`src/rtl/sram_rq_responder_if.sv`:
```
// Request channel between an sram_itf initiator and the SRAM responder.
interface sram_rq_responder_if #(
  parameter int unsigned AW = 7,
  parameter int unsigned DW = 32
);
  logic          rq_valid_i;
  logic          rq_wr_i;
  logic [AW-1:0] addr_i;
  logic [DW-1:0] wr_data_i;
  logic          rq_ready_o;
  logic          rd_valid_o;
  logic [DW-1:0] rd_data_o;
  logic          busy_o;

  modport master (
    output rq_valid_i, rq_wr_i, addr_i, wr_data_i,
    input  rq_ready_o, rd_valid_o, rd_data_o, busy_o
  );

  modport slave (
    input  rq_valid_i, rq_wr_i, addr_i, wr_data_i,
    output rq_ready_o, rd_valid_o, rd_data_o, busy_o
  );
endinterface

```
`src/rtl/sram_rq_responder.sv`:
```
// Sequences analog SRAM macro controls for single-word read/write requests
// and returns sensed read data with a one-cycle rd_valid pulse.
module sram_rq_responder #(
  parameter int unsigned numRows    = 128,
  parameter int unsigned numCols    = 32,
  parameter int unsigned PCH_CYCLES = 2,
  parameter int unsigned WL_CYCLES  = 1,
  parameter int unsigned SA_CYCLES  = 2,
  parameter int unsigned WR_CYCLES  = 2
) (
  input  logic                clk,
  input  logic                rst,
  input  logic                mac_busy_i,
  sram_rq_responder_if.slave  rq,
  output logic [numRows-1:0]  WL,
  output logic                PCH,
  output logic                WRITE,
  output logic [numCols-1:0]  WR_DATA,
  output logic [numCols-1:0]  CSEL,
  output logic                SAEN,
  input  logic [numCols-1:0]  SA_OUT
);

  localparam int unsigned AW      = (numRows > 1) ? $clog2(numRows) : 1;
  localparam int unsigned MAX_A   = (PCH_CYCLES > WL_CYCLES) ? PCH_CYCLES : WL_CYCLES;
  localparam int unsigned MAX_B   = (SA_CYCLES > WR_CYCLES) ? SA_CYCLES : WR_CYCLES;
  localparam int unsigned MAX_CYC = (MAX_A > MAX_B) ? MAX_A : MAX_B;
  localparam int unsigned CW      = $clog2(MAX_CYC + 1);

  typedef enum logic [2:0] {
    S_IDLE,
    S_WR,
    S_WR_REC,
    S_RD_PCH,
    S_RD_WL,
    S_RD_SA,
    S_RD_RESP
  } state_e;

  state_e               state_q, state_d;
  logic [CW-1:0]        cnt_q, cnt_d;
  logic [AW-1:0]        addr_q, addr_d;
  logic [numCols-1:0]   data_q, data_d;
  logic [numCols-1:0]   rd_data_q, rd_data_d;
  logic [numRows-1:0]   wl_row_c;
  logic                 addr_ok_c;
  logic                 ready_c;
  logic                 cnt_done_c;

  // Out-of-range addresses shift the single bit out, leaving no wordline.
  assign wl_row_c   = numRows'(1) << addr_q;
  assign addr_ok_c  = |wl_row_c;
  assign ready_c    = (state_q == S_IDLE) & ~mac_busy_i;
  assign cnt_done_c = (cnt_q == '0);

  assign rq.rq_ready_o = ready_c;
  assign rq.rd_valid_o = (state_q == S_RD_RESP);
  assign rq.rd_data_o  = rd_data_q;
  assign rq.busy_o     = (state_q != S_IDLE);

  always_ff @(posedge clk) begin
    if (rst) begin
      state_q   <= S_IDLE;
      cnt_q     <= '0;
      addr_q    <= '0;
      data_q    <= '0;
      rd_data_q <= '0;
    end else begin
      state_q   <= state_d;
      cnt_q     <= cnt_d;
      addr_q    <= addr_d;
      data_q    <= data_d;
      rd_data_q <= rd_data_d;
    end
  end

  // Next state: one down-counter reloaded with (duration-1) on every state entry.
  always_comb begin
    state_d   = state_q;
    cnt_d     = cnt_q;
    addr_d    = addr_q;
    data_d    = data_q;
    rd_data_d = rd_data_q;
    case (state_q)
      S_IDLE: begin
        if (rq.rq_valid_i && ready_c) begin
          addr_d = rq.addr_i;
          data_d = rq.wr_data_i;
          if (rq.rq_wr_i) begin
            state_d = S_WR;
            cnt_d   = CW'(WR_CYCLES - 1);
          end else begin
            state_d = S_RD_PCH;
            cnt_d   = CW'(PCH_CYCLES - 1);
          end
        end
      end
      S_WR: begin
        if (cnt_done_c) begin
          state_d = S_WR_REC;
          cnt_d   = '0;
        end else begin
          cnt_d = cnt_q - CW'(1);
        end
      end
      S_WR_REC: begin
        state_d = S_IDLE;
      end
      S_RD_PCH: begin
        if (cnt_done_c) begin
          state_d = S_RD_WL;
          cnt_d   = CW'(WL_CYCLES - 1);
        end else begin
          cnt_d = cnt_q - CW'(1);
        end
      end
      S_RD_WL: begin
        if (cnt_done_c) begin
          state_d = S_RD_SA;
          cnt_d   = CW'(SA_CYCLES - 1);
        end else begin
          cnt_d = cnt_q - CW'(1);
        end
      end
      S_RD_SA: begin
        if (cnt_done_c) begin
          state_d   = S_RD_RESP;
          cnt_d     = '0;
          rd_data_d = addr_ok_c ? SA_OUT : '0;
        end else begin
          cnt_d = cnt_q - CW'(1);
        end
      end
      S_RD_RESP: begin
        state_d = S_IDLE;
      end
      default: begin
        state_d = S_IDLE;
        cnt_d   = '0;
      end
    endcase
  end

  // Moore decode of macro controls from registered state and latched request.
  always_comb begin
    WL      = '0;
    PCH     = 1'b0;
    WRITE   = 1'b0;
    WR_DATA = '0;
    CSEL    = '0;
    SAEN    = 1'b0;
    case (state_q)
      S_WR: begin
        WL      = wl_row_c;
        WRITE   = 1'b1;
        WR_DATA = data_q;
        CSEL    = '1;
      end
      S_RD_PCH: begin
        PCH  = 1'b1;
        CSEL = '1;
      end
      S_RD_WL: begin
        WL   = wl_row_c;
        CSEL = '1;
      end
      S_RD_SA: begin
        WL   = wl_row_c;
        SAEN = 1'b1;
        CSEL = '1;
      end
      default: begin
        WL = '0;
      end
    endcase
  end

endmodule

```
`src/flat_wrapper.sv`:
```
// flat-port wrapper written by rule: the top's interface ports become plain ports
module sram_rq_responder_flat 
#(
  parameter int unsigned numRows    = 128,
  parameter int unsigned numCols    = 32,
  parameter int unsigned PCH_CYCLES = 2,
  parameter int unsigned WL_CYCLES  = 1,
  parameter int unsigned SA_CYCLES  = 2,
  parameter int unsigned WR_CYCLES  = 2
)
  (clk, rst, mac_busy_i, WL, PCH, WRITE, WR_DATA, CSEL, SAEN, SA_OUT, rq_rq_valid_i, rq_rq_wr_i, rq_addr_i, rq_wr_data_i, rq_rq_ready_o, rq_rd_valid_o, rq_rd_data_o, rq_busy_o);
  sram_rq_responder_if #(.AW((7)), .DW((32))) rq_i ();
  input  logic clk;
  input  logic rst;
  input  logic mac_busy_i;
  output logic [numRows-1:0] WL;
  output logic PCH;
  output logic WRITE;
  output logic [numCols-1:0] WR_DATA;
  output logic [numCols-1:0] CSEL;
  output logic SAEN;
  input  logic [numCols-1:0] SA_OUT;
  input wire logic [$bits(rq_i.rq_valid_i)-1:0] rq_rq_valid_i;
  input wire logic [$bits(rq_i.rq_wr_i)-1:0] rq_rq_wr_i;
  input wire logic [$bits(rq_i.addr_i)-1:0] rq_addr_i;
  input wire logic [$bits(rq_i.wr_data_i)-1:0] rq_wr_data_i;
  output wire logic [$bits(rq_i.rq_ready_o)-1:0] rq_rq_ready_o;
  output wire logic [$bits(rq_i.rd_valid_o)-1:0] rq_rd_valid_o;
  output wire logic [$bits(rq_i.rd_data_o)-1:0] rq_rd_data_o;
  output wire logic [$bits(rq_i.busy_o)-1:0] rq_busy_o;
  assign rq_i.rq_valid_i = rq_rq_valid_i;
  assign rq_i.rq_wr_i = rq_rq_wr_i;
  assign rq_i.addr_i = rq_addr_i;
  assign rq_i.wr_data_i = rq_wr_data_i;
  assign rq_rq_ready_o = rq_i.rq_ready_o;
  assign rq_rd_valid_o = rq_i.rd_valid_o;
  assign rq_rd_data_o = rq_i.rd_data_o;
  assign rq_busy_o = rq_i.busy_o;
  sram_rq_responder #(.numRows(numRows), .numCols(numCols), .PCH_CYCLES(PCH_CYCLES), .WL_CYCLES(WL_CYCLES), .SA_CYCLES(SA_CYCLES), .WR_CYCLES(WR_CYCLES)) u_core (.clk(clk), .rst(rst), .mac_busy_i(mac_busy_i), .rq(rq_i), .WL(WL), .PCH(PCH), .WRITE(WRITE), .WR_DATA(WR_DATA), .CSEL(CSEL), .SAEN(SAEN), .SA_OUT(SA_OUT));
endmodule
```
`config.mk`:
```
export PLATFORM = sky130hd
export DESIGN_NAME = sram_rq_responder_flat
export DESIGN_NICKNAME = d
export VERILOG_FILES = /design/src/rtl/sram_rq_responder_if.sv /design/src/rtl/sram_rq_responder.sv /design/src/flat_wrapper.sv
export SDC_FILE = /design/constraint.sdc
export NUM_CORES = 1
export LEC_CHECK = 0
export BUFFER_PORTS_ARGS = -buffer_cell sky130_fd_sc_hd__buf_2
export CORE_AREA = 2 2 118 120
export CTS_CLUSTER_SIZE = 14
export DETAILED_ROUTE_END_ITERATION = 10
export DIE_AREA = 0 0 120 122
export PLACE_DENSITY = 0.78
export SKIP_LAST_GASP = 1
export SLEW_MARGIN = 20
export SYNTH_ARGS = -nofsm -noshare
export SYNTH_HDL_FRONTEND = slang
export SYNTH_SLANG_ARGS = --single-unit
```
`constraint.sdc`:
```
create_clock -name clk -period 6.4 [get_ports clk]
set_clock_uncertainty 0.15 [all_clocks]
set_input_delay 0.32 -clock clk [delete_from_list [all_inputs] [get_ports clk]]
set_output_delay 0.32 -clock clk [all_outputs]
set_load 0.01 [all_outputs]
```
==> summary.json, run 1 <==
{
  "fin_tns_setup": {"value": 0, "unit": "ns"},
  "areaGrowthSynthToFinish": {"value": 32.6, "unit": "%"},
  "synthesis.nets": {"value": 710},
  "arrival": {"value": 2.41, "unit": "ns"},
  "worst_r2r_path_depth": {"value": 5},
  "commonest_non_fill_non_tap_cell_in_the_layout": {"value": "buf_2"},
  "final_period_minus_worst_setup_slack": {"value": 2.88, "unit": "ns"},
  "maxCapViolations": {"value": 0},
  "netlist_area": {"value": 4910, "unit": "µm²"},
  "nets": {"value": 929},
  "slew_headroom": {"value": 33.5, "unit": "%"},
  "synth.yosys.seq_area_share": {"value": 31.0, "unit": "%"},
  "post_drt_via_cell_ratio": {"value": 4.93},
  "fmaxAchievable": {"value": 347, "unit": "MHz"},
  "detailedRoute.firstIterationViolations": {"value": 253},
  "globalplace.congestion": {"value": 0.806},
  "diodes": {"value": 0},
  "final_min_period_over_clock_period": {"value": 45.0, "unit": "%"},
  "cp-start-kind": {"value": "register"},
  "die-height": {"value": 122, "unit": "µm"},
  "worst_slew_pin_slew": {"value": 0.997, "unit": "ns"},
  "ys_ff_latch": {"value": 76},
  "worstSkewPairLatency": {"value": 0.32, "unit": "ns"},
  "slew_violations": {"value": 0},
  "setup-violations-final": {"value": 0},
  "syn_avg_cell_area": {"value": 7.74, "unit": "µm²"},
  "cts_made_buffers": {"value": 9},
  "root_buffer": {"value": "clkbuf_16"},
  "fp.dieW": {"value": 120, "unit": "µm"},
  "core": {"value": 13500, "unit": "µm²"},
  "worst_ep_required_time": {"value": 5.93, "unit": "ns"},
  "sequential_cell_area": {"value": 1520, "unit": "µm²"},
  "timing_hold_violations_final": {"value": 0},
  "drc": {"value": 0},
  "globalRoute.totalOverflow": {"value": 0},
  "vias": {"value": 5115},
  "holdCritPathClass": {"value": "in -> reg"},
  "count_of_cell_types_in_the_netlist": {"value": 44},
  "grtUsageTotal": {"value": 18.4, "unit": "%"},
  "clkSinkCount": {"value": 76},
  "outcome": {"value": "finished, final reports clean"},
  "cts.reportedPaths.clkPinSlew": {"value": 0.06, "unit": "ns"},
  "drt-pass1-iter-count": {"value": 5},
  "initial_antenna_violation_count": {"value": 1},
  "place.detailed.hpwl": {"value": 10500, "unit": "µm"},
  "hold_path_depth": {"value": 3},
  "layout.cells.most_common_list": {"value": "305 x buf_2, 112 x nand2b_1, 76 x dfxtp_1, 75 x nor3_1, 57 x nor2_1"},
  "leakage": {"value": 3.04, "unit": "nW"},
  "grt_first_pass_wirelength": {"value": 22000, "unit": "µm"},
  "worst_ir_drop_vdd": {"value": 0.122, "unit": "mV"},
  "pre_cts_ws": {"value": 3.88, "unit": "ns"},
  "ctsHoldBuffers": {"value": 0},
  "routedWlPerCell": {"value": 14.3, "unit": "µm"},
  "clock_tree_from_tritoncts": {"value": "built"},
  "syn_inst": {"value": 634},
  "synth_warnings": {"value": 0},
  "htree_num_levels": {"value": 3},
  "fp-row-count": {"value": 43},
  "timing_worst_setup_path_type": {"value": "reg -> out"},
  "num-fill-cells": {"value": 1350},
  "fp.dieArea": {"value": 14600, "unit": "µm²"},
  "path_max_fanout": {"value": 17},
  "worst_slack": {"value": 3.52, "unit": "ns"},
  "post_cts.repair.setup_buffers": {"value": 0},
  "cts-root-to-sink-buffers": {"value": 2},
  "drt_wl_total": {"value": 14900, "unit": "µm"},
  "multi_input_comb_area": {"value": 2850, "unit": "µm²"},
  "start_util": {"value": 36.3, "unit": "%"},
  "drtAntennaViolNets": {"value": 0},
  "drive_gt1_share": {"value": 40.0, "unit": "%"},
  "rsz0062_at_grt": {"value": "no"},
  "pwr_density_cell": {"value": 198, "unit": "nW/µm²"},
  "ios": {"value": 306},
  "endpoint_kind": {"value": "output pin"},
  "ctsResizeCount": {"value": 0},
  "grt_start_max_net_pins": {"value": 150},
  "port_buffers": {"value": 305},
  "first_global_vias": {"value": 4201}
}
[synthesized netlist by cell type (all sizes together)]
cell type,instances,area share (%)
dfxtp,76,31
a2bb2oi,1,0.18
nand4b,41,7.4
o21ba,1,0.20
and2,34,4.3
and3,2,0.25
buf,53,7.6
nor4b,2,0.36
or4,3,0.54
a211o,1,0.18
nand2,9,0.69
mux2i,32,6.5
a2111oi,1,0.18
mux2,1,0.23
and3b,1,0.18
a21oi,5,0.51
a22oi,2,0.31
nor2b,6,0.77
o32ai,1,0.18
nor4,2,0.38
o2bb2ai,1,0.18
nand3b,3,0.46
or2,5,0.64
nand3,7,0.71
and2b,1,0.15
or3,1,0.13
clkbuf,48,3.8
inv,1,0.076
nand4,3,0.51
o21ai,39,4.0
nor2,61,4.9
nor3,78,8.2
nand2b,112,14
[cell families (layout without fill, tap and decap cells)]
kind of cell | after synthesis | in the layout | synth area share (%)
and+or+nand+nor | 371 | 371 | 44.9
buffers and inverters | 102 | 326 | 11.5
DFF | 76 | 76 | 31.0
AOI/OAI and AO/OA | 52 | 52 | 5.89
muxes | 33 | 33 | 6.76
[registers in the layout (all words and copies together), names as in the netlist]
signal and flops:
u_core.data_q 32, u_core.cnt_q 2, u_core.state_q 3, u_core.rq.rd_data_o 32
u_core.addr_q 7
[where the power goes]
part / switching, mW / total [mW] / internal, mW
combinational: 0.113 / 0.190 / 0.0773
sequential: 0.0218 / 0.512 / 0.490
clock: 0.187 / 0.589 / 0.402
total: 0.322 / 1.29 / 0.969
[layer usage]
layer	track usage [%]	up-vias	wire length, µm
li1	-	2548	-
met1	22.6	2360	6210
met2	33.0	193	7550
met3	3.04	14	903
met4	5.44	0	208
met5	0	-	0
[cell type report]
class                           instances  area share [%]
Sequential cell                        76            23.4
Clock inverter                          4            1.46
Timing Repair Buffer                  309            23.9
Clock buffer                           12            3.94
Tap cell                              180            3.46
Multi-Input combinational cell        456            43.8
Inverter                                1          0.0577
[per-stage QoR]
| stage | instances | power, mW | hold WS (ns) | instance area [µm²] | utilization [%] |
|---|---|---|---|---|---|
| 2_1_floorplan | 634 | 0.670 | 0.295 | 4910 | - |
| 6_report | 1038 | 1.29 | 0.102 | 6510 | 48.2 |
| 3_5_place_dp | 1022 | 0.712 | 0.311 | 6150 | 45.5 |
| 3_3_place_gp | 1022 | 0.708 | 0.305 | 6150 | 45.5 |
| 5_1_grt | 1038 | 1.35 | 0.103 | 6510 | 48.2 |
| 4_1_cts | 1038 | 1.31 | 0.0899 | 6500 | 48.1 |
[worst max-delay path: stages, from the launching register on]
cell	delay [ns]
dfxtp_1	0.66
nor2_1	0.20
or4_1	0.82
nor3_1	0.25
buf_2	0.17
[path summary, 6_finish.rpt]
kind | slack (ns) | from | endpoint
max | 3.52 | u_core.state_q[0]$_SDFFE_PP0P_ | WL[57]
max reg2reg | 3.88 | u_core.state_q[2]$_SDFFE_PP0P_ | u_core.data_q[2]$_SDFFE_PP0P_
min reg2reg | 0.32 | u_core.rq.rd_data_o[9]$_SDFFE_PP0P_ | u_core.rq.rd_data_o[9]$_SDFFE_PP0P_
min | 0.10 | rq_addr_i[0] | u_core.addr_q[0]$_SDFFE_PP0P_
Power figures use the tool's default switching activity.
==> inputs of run 2 (changes only) <==
--- a/config.mk
+++ b/config.mk
@@ -6,11 +6,11 @@
 export NUM_CORES = 1
 export LEC_CHECK = 0
 export BUFFER_PORTS_ARGS = -buffer_cell sky130_fd_sc_hd__buf_2
-export CORE_AREA = 2 2 118 120
+export CORE_AREA = 2 2 119 121
 export CTS_CLUSTER_SIZE = 14
 export DETAILED_ROUTE_END_ITERATION = 10
-export DIE_AREA = 0 0 120 122
-export PLACE_DENSITY = 0.78
+export DIE_AREA = 0 0 121 123
+export PLACE_DENSITY = 0.77
 export SKIP_LAST_GASP = 1
 export SLEW_MARGIN = 20
 export SYNTH_ARGS = -nofsm -noshare
==> constraint.sdc (replaced) <==
create_clock -name clk -period 2.9 [get_ports clk]
set_clock_uncertainty 0.15 [all_clocks]
set_input_delay 0.145 -clock clk [delete_from_list [all_inputs] [get_ports clk]]
set_output_delay 0.145 -clock clk [all_outputs]
set_load 0.01 [all_outputs]
==> summary.json, run 2 (synthesis gave the netlist of run 1 again) <==
{
  "outcome": {"value": "finished, final reports clean"},
  "port_buffers": {"value": 305, "change": "unchanged"},
  "fin_tns_setup": {"value": 0, "unit": "ns", "change": "unchanged"},
  "drc": {"value": 0, "change": "unchanged"},
  "nets": {"value": 1008, "change": "+8.5%"},
  "die-height": {"value": 123, "unit": "µm", "change": "+0.82%"},
  "globalplace.congestion": {"value": 0.757, "change": "-6.1%"},
  "clock_power_share": {"value": 38.0, "unit": "%", "change": "-7.6 points"},
  "htree_num_levels": {"value": 3, "change": "unchanged"},
  "commonest_non_fill_non_tap_cell_in_the_layout": {"value": "buf_2"},
  "path_depth": {"value": 4, "change": "unchanged"},
  "cts_made_buffers": {"value": 9, "change": "unchanged"},
  "endpoint_kind": {"value": "output pin"},
  "start_util": {"value": 36.0, "unit": "%", "change": "-0.29 points"},
  "detailedRoute.firstIterationViolations": {"value": 339, "change": "+34%"},
  "pwr_density_cell": {"value": 366, "unit": "nW/µm²", "change": "+84%"},
  "hold_path_depth": {"value": 4, "change": "+1"},
  "leakage": {"value": 3.33, "unit": "nW", "change": "+9.7%"},
  "crit_slowest_cell": {"value": "or4_1"},
  "worst_r2r_path_depth": {"value": 4, "change": "-1"},
  "post_drt_via_cell_ratio": {"value": 4.93, "change": "about the same"},
  "worst_ir_drop_vdd": {"value": 0.255, "unit": "mV", "change": "+110%"},
  "ctsResizeCount": {"value": 0, "change": "unchanged"},
  "clock_tree_from_tritoncts": {"value": "built"},
  "fin_total_pwr": {"value": 2.63, "unit": "mW", "change": "+100%"},
  "finalInstanceArea": {"value": 7200, "unit": "µm²", "change": "+11%"},
  "path_cells": {"value": "nor2_1 -> or4_1 -> nor3_1 -> buf_2"},
  "p_int": {"value": 1.92, "unit": "mW", "change": "+98%"},
  "timing_worst_setup_path_type": {"value": "reg -> out"},
  "fp-row-count": {"value": 43, "change": "unchanged"},
  "cts.reportedPaths.clkPinSlew": {"value": 0.06, "unit": "ns", "change": "about the same"},
  "fp.dieArea": {"value": 14900, "unit": "µm²", "change": "+1.7%"},
  "grt_first_pass_wirelength": {"value": 23900, "unit": "µm", "change": "+8.8%"},
  "slew_headroom": {"value": 50.4, "unit": "%", "change": "+17 points"},
  "worst_slew_pin_slew": {"value": 0.743, "unit": "ns", "change": "-0.254 ns"},
  "drive_gt1_share": {"value": 37.0, "unit": "%", "change": "-2.9 points"},
  "cpPeakStageDelay": {"value": 0.80, "unit": "ns", "change": "-0.02 ns"},
  "core": {"value": 13600, "unit": "µm²", "change": "+0.80%"},
  "path_delay_family": {"value": "simple AND/OR/NAND/NOR gates"},
  "clkSinkCount": {"value": 76, "change": "unchanged"},
  "routedWlPerCell": {"value": 14.4, "unit": "µm", "change": "+0.47%"},
  "timing_hold_violations_final": {"value": 0, "change": "unchanged"},
  "maxCapViolations": {"value": 0, "change": "unchanged"},
  "areaGrowthSynthToFinish": {"value": 46.7, "unit": "%"},
  "cts-root-to-sink-buffers": {"value": 2, "change": "unchanged"},
  "switching_share_of_power": {"value": 27.1, "unit": "%", "change": "+2.1 points"},
  "final_min_period_over_clock_period": {"value": 91.2, "unit": "%"},
  "initial_antenna_violation_count": {"value": 1, "change": "unchanged"},
  "worst_ep_required_time": {"value": 2.61, "unit": "ns", "change": "-3.32 ns"},
  "globalRoute.totalOverflow": {"value": 0, "change": "unchanged"},
  "vias": {"value": 5514, "change": "+7.8%"},
  "fp.dieW": {"value": 121, "unit": "µm", "change": "+0.83%"},
  "setup-violations-final": {"value": 0, "change": "unchanged"},
  "fmaxAchievable": {"value": 378, "unit": "MHz"},
  "num-fill-cells": {"value": 1233, "change": "-8.7%"},
  "layout.cells.most_common_list": {"value": "305 x buf_2, 112 x nand2b_1, 76 x dfxtp_1, 75 x nor3_1, 72 x dlygate4sd3_1"},
  "ios": {"value": 306, "change": "unchanged"},
  "comb_power_share": {"value": 19.2, "unit": "%", "change": "+4.5 points"},
  "place.detailed.hpwl": {"value": 10500, "unit": "µm", "change": "-0.14%"},
  "timing.critical_path.buf_inv": {"value": 1, "change": "unchanged"},
  "drt-pass1-iter-count": {"value": 5, "change": "unchanged"},
  "path_max_fanout": {"value": 17, "change": "unchanged"},
  "drtAntennaViolNets": {"value": 0, "change": "unchanged"},
  "holdCritPathClass": {"value": "in -> reg"},
  "arrival": {"value": 2.35, "unit": "ns", "change": "-0.06 ns"},
  "first_global_vias": {"value": 4772, "change": "+14%"},
  "placement.cell_area": {"value": 6210, "unit": "µm²", "change": "+1.1%"},
  "rsz0062_at_grt": {"value": "no"},
  "p_seq_share": {"value": 42.8, "unit": "%", "change": "+3.1 points"},
  "final_period_minus_worst_setup_slack": {"value": 2.64, "unit": "ns"},
  "p_switching": {"value": 0.713, "unit": "mW", "change": "+120%"},
  "grt_start_max_net_pins": {"value": 98, "change": "-35%"},
  "grtUsageTotal": {"value": 19.6, "unit": "%", "change": "+1.2 points"},
  "root_buffer": {"value": "clkbuf_16"},
  "drt_wl_total": {"value": 16100, "unit": "µm", "change": "+8.2%"},
  "worstSkewPairLatency": {"value": 0.32, "unit": "ns", "change": "about the same"},
  "slew_violations": {"value": 0, "change": "unchanged"},
  "cp-start-kind": {"value": "register"}
}
-- run 2: cell count changes in the layout (fill, tap and decap cells not counted), sizes merged --
cell,change
dlygate4sd3,+72
clkinv,+1
clkbuf,+2
diode,+1
bufinv,-3
buf,+7
-- run 2: metal layers --
| metal | wire length, µm | part of all wire, % | vias to the layer above | global-route usage [%] |
|---|---|---|---|---|
| met2 | 8380 | 52 | 224 | 37.1 |
| li1 | - | - | 2712 | - |
| met5 | 0 | 0 | - | 0 |
| met1 | 6320 | 39 | 2545 | 21.6 |
| met4 | 404 | 2.5 | 0 | 7.19 |
| met3 | 982 | 6.1 | 33 | 3.92 |
-- run 2: layout make-up --
class / instances / area [µm²] / share of cell area [%]
antenna: 1 / 2.50 / 0.0348
clock inverter: 2 / 10.0 / 0.139
clock buffer: 14 / 254 / 3.53
multi-input combinational: 456 / 2840 / 39.5
timing repair buffer: 388 / 2340 / 32.5
inverter: 1 / 3.75 / 0.0521
sequential: 76 / 1520 / 21.1
tap: 180 / 225 / 3.13
-- run 2: timing repair --
action / 4_1_cts / 5_1_grt
hold buffers: 72 / 0
setup buffers: 0 / 0
endpoints found under the hold margin: 72 / 0
-- run 2: power groups by stage --
stage	combinational [mW]	clock (mW)	sequential, mW
global placement	0.420	0	1.15
finish	0.507	1.00	1.13
global route	0.553	1.07	1.13
CTS	0.503	1.03	1.13
detailed placement	0.425	0	1.15
floorplan	0.359	0	1.12
-- run 2: metrics by stage --
| step | setup WS (ns) | util, % | hold WS, ns | cells |
|---|---|---|---|---|
| floorplan | 0.428 | - | 0.150 | 634 |
| global placement | 0.648 | 45.6 | 0.247 | 1029 |
| detailed placement | 0.600 | 45.6 | 0.255 | 1029 |
| CTS | 0.259 | 52.9 | 0.161 | 1117 |
| global route | 0.0787 | 52.9 | 0.183 | 1117 |
| finish | 0.256 | 52.9 | 0.188 | 1118 |
-- run 2: final timing paths --
kind / from / to / slack (ns)
setup / recovery: u_core.state_q[0]$_SDFFE_PP0P_ / WL[25] / 0.26
hold reg to reg: u_core.data_q[18]$_SDFFE_PP0P_ / u_core.data_q[18]$_SDFFE_PP0P_ / 0.32
hold / removal: mac_busy_i / u_core.state_q[0]$_SDFFE_PP0P_ / 0.19
setup reg to reg: u_core.state_q[2]$_SDFFE_PP0P_ / u_core.rq.rd_data_o[17]$_SDFFE_PP0P_ / 0.68
-- run 2: worst register-to-register path: stages (launching register included) --
cell and delay, ns:
dfxtp_1 0.62, nor2b_1 0.29, and3_2 0.56, buf_4 0.31, mux2i_1 0.22
==> inputs of run 3 (changes only) <==
--- a/config.mk
+++ b/config.mk
@@ -5,12 +5,14 @@
 export SDC_FILE = /design/constraint.sdc
 export NUM_CORES = 1
 export LEC_CHECK = 0
+export ABC_AREA = 1
 export BUFFER_PORTS_ARGS = -buffer_cell sky130_fd_sc_hd__buf_2
-export CORE_AREA = 2 2 119 121
+export CORE_AREA = 2 2 117 119
+export CTS_BUF_LIST = sky130_fd_sc_hd__clkbuf_8
 export CTS_CLUSTER_SIZE = 14
 export DETAILED_ROUTE_END_ITERATION = 10
-export DIE_AREA = 0 0 121 123
-export PLACE_DENSITY = 0.77
+export DIE_AREA = 0 0 119 121
+export PLACE_DENSITY = 0.79
 export SKIP_LAST_GASP = 1
 export SLEW_MARGIN = 20
 export SYNTH_ARGS = -nofsm -noshare
==> summary.json, run 3 <==
{
  "htree_num_levels": {"value": 3, "change": "unchanged"},
  "fin_total_pwr": {"value": 3.62, "unit": "mW", "change": "+37%"},
  "ys_ff_latch": {"value": 76, "change": "unchanged"},
  "global_route.usage.met3": {"value": 5.08, "unit": "%", "change": "+1.2 points"},
  "clock_tree_from_tritoncts": {"value": "built"},
  "slew_violations": {"value": 0, "change": "unchanged"},
  "diodes": {"value": 0, "change": "-1"},
  "pwr_density_cell": {"value": 512, "unit": "nW/µm²", "change": "+40%"},
  "post_layout_nonfiller_instances": {"value": 1255, "change": "+12%"},
  "yosysMostFrequentCell": {"value": "nor3_1"},
  "pre_cts_ws": {"value": 0.827, "unit": "ns", "change": "+0.227 ns"},
  "timing_hold_violations_final": {"value": 0, "change": "unchanged"},
  "arrival": {"value": 2.23, "unit": "ns", "change": "-0.12 ns"},
  "slew_headroom": {"value": 39.6, "unit": "%", "change": "-11 points"},
  "commonest_non_fill_non_tap_cell_in_the_layout": {"value": "buf_2"},
  "synth.cells.most_frequent": {"value": "151 x nor3_1, 133 x nand2_1, 87 x inv_1, 87 x nor2_1, 76 x dfxtp_1"},
  "first_global_vias": {"value": 5390, "change": "+13%"},
  "worst_ir_drop_vdd": {"value": 0.332, "unit": "mV", "change": "+30%"},
  "grt_use_met2": {"value": 41.1, "unit": "%", "change": "+4.0 points"},
  "maxCapViolations": {"value": 0, "change": "unchanged"},
  "routedWlPerCell": {"value": 14.2, "unit": "µm", "change": "-1.2%"},
  "outcome": {"value": "finished, final reports clean"},
  "drc": {"value": 0, "change": "unchanged"},
  "cp-start-kind": {"value": "register"},
  "synthesis.nets": {"value": 850, "change": "+20%"},
  "detailedRoute.firstIterationViolations": {"value": 622, "change": "+83%"},
  "worst_r2r_path_depth": {"value": 7, "change": "+3"},
  "globalplace.congestion": {"value": 0.963, "change": "+27%"},
  "post_drt_via_cell_ratio": {"value": 4.93, "change": "about the same"},
  "fp.dieArea": {"value": 14400, "unit": "µm²", "change": "-3.3%"},
  "fin_tns_setup": {"value": 0, "unit": "ns", "change": "unchanged"},
  "post_cts.repair.setup_buffers": {"value": 0, "change": "unchanged"},
  "worst_slew_pin_slew": {"value": 0.902, "unit": "ns", "change": "+0.159 ns"},
  "grt_start_max_net_pins": {"value": 79, "change": "-19%"},
  "syn_inst": {"value": 774, "change": "+22%"},
  "cts_made_buffers": {"value": 9, "change": "unchanged"},
  "fp.dieW": {"value": 119, "unit": "µm", "change": "-1.7%"},
  "num-fill-cells": {"value": 1180, "change": "-4.3%"},
  "drive_gt1_share": {"value": 34.8, "unit": "%", "change": "-2.3 points"},
  "core": {"value": 13100, "unit": "µm²", "change": "-3.9%"},
  "place.detailed.hpwl": {"value": 11800, "unit": "µm", "change": "+12%"},
  "clkSinkCount": {"value": 76, "change": "unchanged"},
  "grtUsageTotal": {"value": 23.3, "unit": "%", "change": "+3.7 points"},
  "drt-pass1-iter-count": {"value": 5, "change": "unchanged"},
  "areaGrowthSynthToFinish": {"value": 45.0, "unit": "%"},
  "drt_wl_total": {"value": 17800, "unit": "µm", "change": "+11%"},
  "grt_first_pass_wirelength": {"value": 27200, "unit": "µm", "change": "+14%"},
  "netlist_area": {"value": 4870, "unit": "µm²", "change": "-0.66%"},
  "top_usage_layer": {"value": "met2"},
  "worst_slack": {"value": 0.372, "unit": "ns", "change": "+0.116 ns"},
  "met1_track_usage_gr": {"value": 26.4, "unit": "%", "change": "+4.8 points"},
  "start_util": {"value": 37.2, "unit": "%", "change": "+1.2 points"},
  "post_synth_main_area_contributors": {"value": "dfxtp_1 31%, nor3_1 16%, nand2_1 10%"},
  "fp-row-count": {"value": 42, "change": "-2.3%"},
  "area_share_of_the_leading_cell_type_in_the_synthesized_netlist": {"value": 31.2, "unit": "%", "change": "+0.21 points"},
  "root_buffer": {"value": "clkbuf_8"},
  "syn_avg_cell_area": {"value": 6.30, "unit": "µm²", "change": "-19%"},
  "rsz0062_at_grt": {"value": "no"},
  "final_period_minus_worst_setup_slack": {"value": 2.53, "unit": "ns", "change": "-0.116 ns"},
  "synth-edff-count": {"value": 0, "change": "unchanged"},
  "worstSkewPairLatency": {"value": 0.36, "unit": "ns", "change": "+0.04 ns"},
  "layout.cells.most_common_list": {"value": "305 x buf_2, 151 x nor3_1, 133 x nand2_1, 87 x nor2_1, 86 x inv_1"},
  "vias": {"value": 6188, "change": "+12%"},
  "cts-root-to-sink-buffers": {"value": 2, "change": "unchanged"},
  "hold_path_depth": {"value": 6, "change": "+2"},
  "endpoint_kind": {"value": "output pin"},
  "synth_warnings": {"value": 0, "change": "unchanged"},
  "count_of_cell_types_in_the_netlist": {"value": 22, "change": "-50%"},
  "ys_async_sr_fraction": {"value": 0, "unit": "%", "change": "unchanged"},
  "yosys_most_used_dff": {"value": "dfxtp_1"},
  "synthDominantAreaCellType": {"value": "dfxtp_1"},
  "cts.reportedPaths.clkPinSlew": {"value": 0.09, "unit": "ns", "change": "+0.03 ns"},
  "drtAntennaViolNets": {"value": 0, "change": "unchanged"},
  "worst_ep_required_time": {"value": 2.61, "unit": "ns", "change": "about the same"},
  "initial_antenna_violation_count": {"value": 0, "change": "-1"},
  "fin_worst_hold_slack": {"value": 0.0655, "unit": "ns", "change": "-0.122 ns"},
  "setup-violations-final": {"value": 0, "change": "unchanged"},
  "synth.yosys.seq_area_share": {"value": 31.2, "unit": "%", "change": "+0.21 points"},
  "path_max_fanout": {"value": 12, "change": "-5"},
  "final_min_period_over_clock_period": {"value": 87.2, "unit": "%", "change": "-4.0 points"},
  "timing_worst_setup_path_type": {"value": "reg -> out"},
  "globalRoute.totalOverflow": {"value": 0, "change": "unchanged"},
  "nets": {"value": 1150, "change": "+14%"},
  "port_buffers": {"value": 305, "change": "unchanged"},
  "fmaxAchievable": {"value": 396, "unit": "MHz", "change": "+4.6%"},
  "die-height": {"value": 121, "unit": "µm", "change": "-1.6%"},
  "place_inst": {"value": 1168, "change": "+14%"},
  "leakage": {"value": 3.55, "unit": "nW", "change": "+6.5%"},
  "ios": {"value": 306, "change": "unchanged"},
  "holdCritPathClass": {"value": "in -> reg"}
}
[run 3: cell count changes after synthesis, sizes merged, moves of 17 or more]
cell and delta:
a21oi +33, and2 -34, clkbuf -17, inv +89, mux2i -32, nand2 +125
nand2b -112, nand3 +43, nand4b -41, nor2 +42, nor3 +90, o21ai -37
[run 3: cell families (layout without fill, tap and decap cells)]
| logic type | count (synthesis) | in the layout | synth area share (%) |
|---|---|---|---|
| AO/OA/AOI/OAI | 41 | 41 | 4.26 |
| buffers and inverters | 190 | 495 | 19.1 |
| flip-flops | 76 | 76 | 31.2 |
| AND/OR/NAND/NOR | 467 | 467 | 45.4 |
[run 3: metrics by stage]
step                utilization, %  cell area, µm²
global placement              47.2            6170
CTS                           54.0            7070
detailed placement            47.2            6170
global route                  54.0            7070
finish                        54.0            7070
floorplan                        -            4870
[run 3: timing repair]
action,CTS,global route
gates resized for setup,0,0
setup endpoints to repair,0,0
endpoints found under the hold margin,71,0
hold buffers,71,0
[run 3: critical path, stage by stage, from the launching register on]
cell and delay, ns:
dfxtp_1 0.57, inv_1 0.29, nor2_1 0.42, nand3_1 0.22, nor3_1 0.22, buf_2 0.17
[run 3: metal layers]
layer  part of all wire (%)  vias up  wire length, µm
li1                       -     3052                -
met1                     38     2763             6830
met2                     51      325             9020
met3                    7.1       48             1270
met4                    4.0        0              716
met5                      0        -                0
[run 3: path summary, 6_finish.rpt]
path / end / from / slack, ns
max reg2reg: u_core.rq.rd_data_o[12]$_SDFFE_PP0P_ / u_core.state_q[0]$_SDFFE_PP0P_ / 0.90
max: WL[73] / u_core.addr_q[3]$_SDFFE_PP0P_ / 0.37
min reg2reg: u_core.rq.rd_data_o[28]$_SDFFE_PP0P_ / u_core.rq.rd_data_o[28]$_SDFFE_PP0P_ / 0.31
min: u_core.state_q[1]$_SDFFE_PP0P_ / rq_rq_wr_i / 0.07
[run 3: layout make-up]
cell class                 count  area [µm²]  area share (%)
multi-input combinational    508        2430            34.4
sequential                    76        1520            21.6
clock inverter                 7        57.6           0.815
tap                          176         220            3.12
timing repair buffer         389        2370            33.6
inverter                      90         338            4.78
clock buffer                   9         124            1.75
[run 3: power by group]
part | switching (mW) | leakage [nW] | internal, mW
Clock | 0.437 | 0.0881 | 0.322
Sequential | 0.0692 | 0.619 | 1.15
Combinational | 1.11 | 2.84 | 0.522
Total | 1.62 | 3.55 | 2.00
